--- src/rtl/hazard_scoreboard_pkg.sv ---
// Shared constants for the hazard unit: forward-select encoding and the
// opcode set that the external decoder uses to drive id_use_* / id_long.
package hazard_scoreboard_pkg;

  localparam int FWD_W = 3;

  // Forward-select encoding; values 4-7 are never produced.
  typedef enum logic [FWD_W-1:0] {
    FWD_NONE = 3'd0,
    FWD_EXEC = 3'd1,
    FWD_MEM  = 3'd2,
    FWD_WB   = 3'd3
  } fwd_sel_e;

  localparam int OP_W = 4;

  typedef enum logic [OP_W-1:0] {
    OP_ADD    = 4'd0,
    OP_SUB    = 4'd1,
    OP_AND    = 4'd2,
    OP_OR     = 4'd3,
    OP_LOAD   = 4'd4,
    OP_STORE  = 4'd5,
    OP_INPUT  = 4'd6,
    OP_OUTPUT = 4'd7,
    OP_BRANCH = 4'd8
  } opcode_e;

  // Long-latency producers are the ones tracked by the countdown scoreboard.
  function automatic logic op_is_long(input opcode_e op);
    return (op == OP_LOAD) || (op == OP_INPUT);
  endfunction

endpackage

--- src/rtl/hazard_scoreboard_fwd_sel.sv ---
// Per-operand forward selector: compares one source address against the
// EXEC/MEM/WB destinations and picks the youngest match (EXEC > MEM > WB).
module hazard_fwd_sel
  import hazard_scoreboard_pkg::*;
#(
  parameter int RA_W = 3
) (
  input  logic [RA_W-1:0] i_src,
  input  logic            i_use,
  input  logic            i_kill,
  input  logic [RA_W-1:0] i_ex_rd,
  input  logic            i_ex_we,
  input  logic [RA_W-1:0] i_mem_rd,
  input  logic            i_mem_we,
  input  logic [RA_W-1:0] i_wb_rd,
  input  logic            i_wb_we,
  output fwd_sel_e        o_sel
);

  // Priority encoder; a killed (stalled/invalid) operand never forwards.
  always_comb begin
    o_sel = FWD_NONE;
    if (!i_kill && i_use) begin
      if (i_ex_we && (i_ex_rd == i_src))        o_sel = FWD_EXEC;
      else if (i_mem_we && (i_mem_rd == i_src)) o_sel = FWD_MEM;
      else if (i_wb_we && (i_wb_rd == i_src))   o_sel = FWD_WB;
    end
  end

endmodule

--- src/rtl/hazard_scoreboard.sv ---
// Hazard unit for the ID/EXEC/MEM/WB pipeline: forward selects for the
// instruction in ID, a per-register countdown scoreboard for long-latency
// producers, plus a saturating stall counter and sticky stall timeout.
//
// Flow control: ID offers an instruction with id_valid. The unit accepts it
// (issue=1) in the same cycle when it is not stalled and not flushed. While
// stall=1 the instruction must be held unchanged in ID; flush drops it
// without accepting it. No state is updated by an instruction that does not
// issue.
module hazard_scoreboard
  import hazard_scoreboard_pkg::*;
#(
  parameter int RA_W      = 3,
  parameter int LOAD_LAT  = 1,   // 1..15, must fit in CNT_W
  parameter int CNT_W     = 4,
  parameter int PERF_W    = 16,
  parameter int MAX_STALL = 32,
  localparam int NUM_REGS = 2 ** RA_W
) (
  input  logic                clk,
  input  logic                rst,
  input  logic                id_valid,
  input  logic [RA_W-1:0]     id_ra,
  input  logic [RA_W-1:0]     id_rb,
  input  logic                id_use_a,
  input  logic                id_use_b,
  input  logic [RA_W-1:0]     id_rd,
  input  logic                id_we,
  input  logic                id_long,
  input  logic                flush,
  input  logic [RA_W-1:0]     ex_rd,
  input  logic [RA_W-1:0]     mem_rd,
  input  logic [RA_W-1:0]     wb_rd,
  input  logic                ex_we,
  input  logic                mem_we,
  input  logic                wb_we,
  output logic                stall,
  output logic                issue,
  output logic [FWD_W-1:0]    forw_a_ctrl,
  output logic [FWD_W-1:0]    forw_b_ctrl,
  output logic [NUM_REGS-1:0] busy_mask,
  output logic [PERF_W-1:0]   stall_cycles,
  output logic                stall_timeout
);

  localparam int RUN_W = $clog2(MAX_STALL + 1);
  localparam logic [RUN_W-1:0] RUN_MAX = RUN_W'(MAX_STALL);

  logic [CNT_W-1:0]  r_cnt [NUM_REGS];
  logic [PERF_W-1:0] r_stall_cycles;
  logic [RUN_W-1:0]  r_run;
  logic              r_timeout;

  logic     w_pend_a;
  logic     w_pend_b;
  logic     w_stall;
  logic     w_issue;
  logic     w_kill;
  logic     w_set_long;
  fwd_sel_e w_fwd_a;
  fwd_sel_e w_fwd_b;

  // Stall/issue are purely combinational on the scoreboard so reset drops them at once.
  always_comb begin
    w_pend_a   = id_use_a && (r_cnt[id_ra] != '0);
    w_pend_b   = id_use_b && (r_cnt[id_rb] != '0);
    w_stall    = id_valid && (w_pend_a || w_pend_b);
    w_issue    = id_valid && !w_stall && !flush;
    w_kill     = w_stall || !id_valid;
    w_set_long = w_issue && id_we && id_long;
  end

  hazard_fwd_sel #(.RA_W(RA_W)) u_fwd_a (
    .i_src    (id_ra),
    .i_use    (id_use_a),
    .i_kill   (w_kill),
    .i_ex_rd  (ex_rd),
    .i_ex_we  (ex_we),
    .i_mem_rd (mem_rd),
    .i_mem_we (mem_we),
    .i_wb_rd  (wb_rd),
    .i_wb_we  (wb_we),
    .o_sel    (w_fwd_a)
  );

  hazard_fwd_sel #(.RA_W(RA_W)) u_fwd_b (
    .i_src    (id_rb),
    .i_use    (id_use_b),
    .i_kill   (w_kill),
    .i_ex_rd  (ex_rd),
    .i_ex_we  (ex_we),
    .i_mem_rd (mem_rd),
    .i_mem_we (mem_we),
    .i_wb_rd  (wb_rd),
    .i_wb_we  (wb_we),
    .o_sel    (w_fwd_b)
  );

  // Scoreboard countdown: a newly issued long op reloads its register, winning over decrement.
  always_ff @(posedge clk or posedge rst) begin
    if (rst) begin
      for (int r = 0; r < NUM_REGS; r++) r_cnt[r] <= '0;
    end else begin
      for (int r = 0; r < NUM_REGS; r++) begin
        if (w_set_long && (id_rd == RA_W'(r))) r_cnt[r] <= CNT_W'(LOAD_LAT);
        else if (r_cnt[r] != '0)              r_cnt[r] <= r_cnt[r] - CNT_W'(1);
      end
    end
  end

  // Saturating stall-cycle counter.
  always_ff @(posedge clk or posedge rst) begin
    if (rst)                                   r_stall_cycles <= '0;
    else if (w_stall && (r_stall_cycles != '1)) r_stall_cycles <= r_stall_cycles + PERF_W'(1);
  end

  // Consecutive-stall run length; the flag latches when the run reaches MAX_STALL.
  always_ff @(posedge clk or posedge rst) begin
    if (rst) begin
      r_run     <= '0;
      r_timeout <= 1'b0;
    end else if (w_stall) begin
      if (r_run != RUN_MAX)              r_run <= r_run + RUN_W'(1);
      if (r_run >= RUN_MAX - RUN_W'(1))  r_timeout <= 1'b1;
    end else begin
      r_run <= '0;
    end
  end

  // Output mapping.
  always_comb begin
    stall         = w_stall;
    issue         = w_issue;
    forw_a_ctrl   = w_fwd_a;
    forw_b_ctrl   = w_fwd_b;
    stall_cycles  = r_stall_cycles;
    stall_timeout = r_timeout;
    for (int r = 0; r < NUM_REGS; r++) busy_mask[r] = (r_cnt[r] != '0);
  end

endmodule

--- config.mk ---
export PLATFORM = sky130hd
export DESIGN_NAME = hazard_scoreboard
export DESIGN_NICKNAME = d
export VERILOG_FILES = /design/src/rtl/hazard_scoreboard_pkg.sv /design/src/rtl/hazard_scoreboard_fwd_sel.sv /design/src/rtl/hazard_scoreboard.sv
export SDC_FILE = /design/constraint.sdc
export NUM_CORES = 1
export LEC_CHECK = 0
export ABC_CLOCK_PERIOD_IN_PS = 2370
export BUFFER_PORTS_ARGS = -buffer_cell sky130_fd_sc_hd__buf_2
export CORE_ASPECT_RATIO = 1.1
export CORE_UTILIZATION = 45
export CTS_CLUSTER_DIAMETER = 120
export DETAILED_ROUTE_END_ITERATION = 6
export PLACE_DENSITY = 0.66
export SYNTH_ARGS = -nofsm -noshare
export SYNTH_HDL_FRONTEND = slang
export SYNTH_SLANG_ARGS = --single-unit
--- constraint.sdc ---
create_clock -name clk -period 2.37 [get_ports clk]
set_input_delay 0.1185 -clock clk [delete_from_list [all_inputs] [get_ports clk]]
set_output_delay 0.1185 -clock clk [all_outputs]
set_load 0.1 [all_outputs]
==> qor.yml <==
power_and_ir_drop:
  ir_worst_vdd_mv: 1.341
  p_leak_nw: 2.036
  power_mw: 5.354
  pwr_density_cell_nw_per_um2: 1217
run:
  max_cap_violations: 0
sta:
  period_needed_ns: 2.520
  slew-limit-headroom: 0.5872
  finalSetupViolCount: 5
  rsz0062_at_grt: "true"
  hold_viol_final: 0
  worst_pin_slew_ns: 0.6135
  drv_slew: 0
  period_share: 1.063
  finalClockSkew_ns: 0.007811
  max_freq_mhz: 396.8
  worst_slack_ns: -0.1501
drt:
  dr.pass1.iters: 4
  vias_per_cell: 5.317
  vias: 3020
  drt_iter0_markers: 90
  route.detailed.drc: 0
  detail-route-antenna-nets: 0
  drt_wl_total_um: 7788
  avgRoutedWirePerCell_um: 13.71
floorplan:
  io_pins: 62
  dieArea_sq_um: 8177
  rows: 33
  core_sq_um: 7515
  initial_core_util: 0.4682
  die_w_um: 86.31
  die_h_um: 94.74
place:
  place_ws_ns: 0.05272
  hpwl_um: 5774
  placedInstanceArea_sq_um: 4061
  io_buffers: 59
  place.gp.congestion: 0.7926
setup_path:
  crit_family: "simple AND/OR/NAND/NOR gates"
  crit_arrival_ns: 2.40
  startpoint: "r_cnt[12]"
  rrSetupSlack_ns: 0.08
  crit_chain: "nor4_2 -> buf_4 -> nor4_2 -> nor4_1 -> buf_4 -> nand4_1 -> nor2_4 -> and4_4 -> buf_12"
  worst_path_largest_cell_delay_ns: 0.41
  worstRegToRegCells: 10
  crit_buf_inv: 3
  crit_type: "reg2out"
  timing.rr.start: "r_cnt[12]"
  cp_slowest_cell: "dfrtp_1"
  end_kind: "primary output"
  worstPathMaxFanout: 5
  rr_endpoint: "r_cnt[5]"
  worstPathRequired_ns: 2.25
  crit_path_start_kind: "flop"
layout:
  drive_gt1_frac: 0.2700
  design_area_sq_um: 4399
  fillers: 699
  n_antenna_cell: 0
  area_growth_pct: 25.04
  finalNetCount: 510
synth:
  synthDistinctLibCells: 46
  ys_seq_area_frac: 0.3912
  yosys_most_used_dff: "dfrtp_1"
  ys_async_sr_fraction: 1.000
  syn_area_sq_um: 3518
  syn_avg_cell_area_sq_um: 9.139
  ys_ff_latch: 55
  netlist_instances: 385
  yosysWarningCount: 0
  synth_edf_count: 0
hold_path:
  holdPathEnd: "r_cnt[29]"
  holdCritPathClass: "in2reg"
  whs_path_depth: 3
  min_from: "id_rd[2]"
global_routing:
  globalRouteTotalUtil: 0.2027
  grt_max_degree: 30
  grt_pass1_vias: 2955
  grt_pass1_wl_um: 13310
  antenna_found_initial: 0
  grt_overflow: 0
clock_network:
  cts_tree: "done"
  clock_sinks: 55
  h-tree-depth: 2
  cts-root-buf: "clkbuf_8"
  worstSkewPairLatency_ns: 0.30
  cts_buffers: 5
  clk_pin_slew_ns: 0.10
  clk_path_buf_depth: 2
outcome:
  status: "complete, but fails checks"
  violations: "setup timing"
## layout by cell type, fill, tap and decap left out, drive strengths merged, types with 3 or more instances in the layout
| cell type | instances |
|---|---|
| xor2 | 28 |
| o21ai | 11 |
| a21oi | 17 |
| nand2 | 40 |
| a31o | 5 |
| or3 | 8 |
| a21o | 3 |
| dfrtp | 55 |
| nand2b | 4 |
| ha | 19 |
| nor4 | 13 |
| inv | 21 |
| nor3b | 4 |
| mux2i | 3 |
| xnor2 | 25 |
| and3 | 11 |
| a31oi | 16 |
| nand3 | 8 |
| nor2b | 4 |
| nor3 | 24 |
| nand4 | 7 |
| nor2 | 22 |
| buf | 85 |
| clkbuf | 6 |
## synth_stat cells (11+ instances only)
| cell type | n | area share |
|---|---|---|
| a31oi_1 | 16 | 0.028 |
| nand2_1 | 40 | 0.043 |
| nor3_1 | 24 | 0.034 |
| o21ai_0 | 11 | 0.016 |
| nor4_1 | 11 | 0.020 |
| ha_1 | 19 | 0.068 |
| and3_1 | 11 | 0.020 |
| dfrtp_1 | 55 | 0.39 |
| a21oi_1 | 17 | 0.024 |
| xor2_1 | 28 | 0.070 |
| inv_1 | 19 | 0.020 |
| nor2_1 | 20 | 0.021 |
| xnor2_1 | 25 | 0.062 |
## layer usage
layer  track usage  share of wire  vias up
met5             0              0        -
met4       0.04306          0.011        0
met3       0.03584          0.038        9
met2        0.3803           0.52       60
met1        0.2406           0.43     1451
li1              -              -     1500
## state kept, by name (all words and copies together) (netlist names)
signal         count
stall_cycles      16
r_run              6
stall_timeout      1
r_cnt             32
## worst register-to-register path, stage by stage, from the launching register on
cell	delay, ns
dfrtp_1	0.41
nor4_2	0.27
buf_4	0.17
nor4_2	0.04
nor4_1	0.28
buf_4	0.18
nand4_1	0.17
nor2_4	0.18
buf_4	0.13
buf_4	0.23
a31oi_1	0.12
## final cells by class
type | instances | area (sq um) | area share
multi-input cells | 293 | 2071 | 0.4707
well taps | 105 | 131.4 | 0.02986
clock inverters | 2 | 35.03 | 0.007964
clock buffers | 6 | 82.58 | 0.01877
flip-flops and latches | 55 | 1388 | 0.3154
repair buffers | 86 | 610.6 | 0.1388
inverters | 21 | 81.33 | 0.01849
## logic make-up (layout without fill, tap and decap cells)
family | Yosys count | count (layout) | synth area share
flip-flops | 55 | 55 | 0.3912
XOR/XNOR | 53 | 53 | 0.1319
buffers and inverters | 38 | 115 | 0.05086
multiplexers | 5 | 5 | 0.01494
AND/OR/NAND/NOR | 151 | 151 | 0.2290
other | 1 | 2 | 0.001066
adder cells (fa/ha/maj) | 19 | 19 | 0.06757
AO/OA/AOI/OAI | 63 | 63 | 0.1134
## through the flow
stage                     hold WS, ns  TNS (ns)  cells    util
final                          0.2380   -0.6868    568  0.5854
after global routing           0.2740    -2.422    568  0.5854
after CTS                      0.2365   -0.5859    562  0.5714
after detailed placement       0.2237         0    546  0.5405
after global placement         0.2197         0    546  0.5405
after floorplan                0.3440         0    386       -
## where the power goes
part | leakage [nW] | total (mW) | switching, mW | internal [mW]
Sequential | 0.666 | 1.73 | 0.405 | 1.32
Clock | 0.0612 | 0.645 | 0.303 | 0.342
Combinational | 1.31 | 2.98 | 1.96 | 1.02
## how the worst max path moves through the flow
stage | to | slack [ns] | depth (start not counted)
final | forw_b_ctrl[1] | -0.15 | 9
after global routing | forw_b_ctrl[0] | -0.30 | 9
after CTS | forw_b_ctrl[1] | -0.13 | 9
after detailed placement | stall_cycles[10] | 0.05 | 8
after global placement | stall | 0.11 | 8
after floorplan | stall_cycles[12] | 0.006 | 6
## timing repair
item,in CTS,in global routing
setup endpoints to repair,6,50
hold endpoints to repair,26,0
buffers inserted,7,6
gates resized for setup,12,10
hold buffers,1,0
pin swaps,10,5
Note: power is estimated with default switching activity, not from simulation.
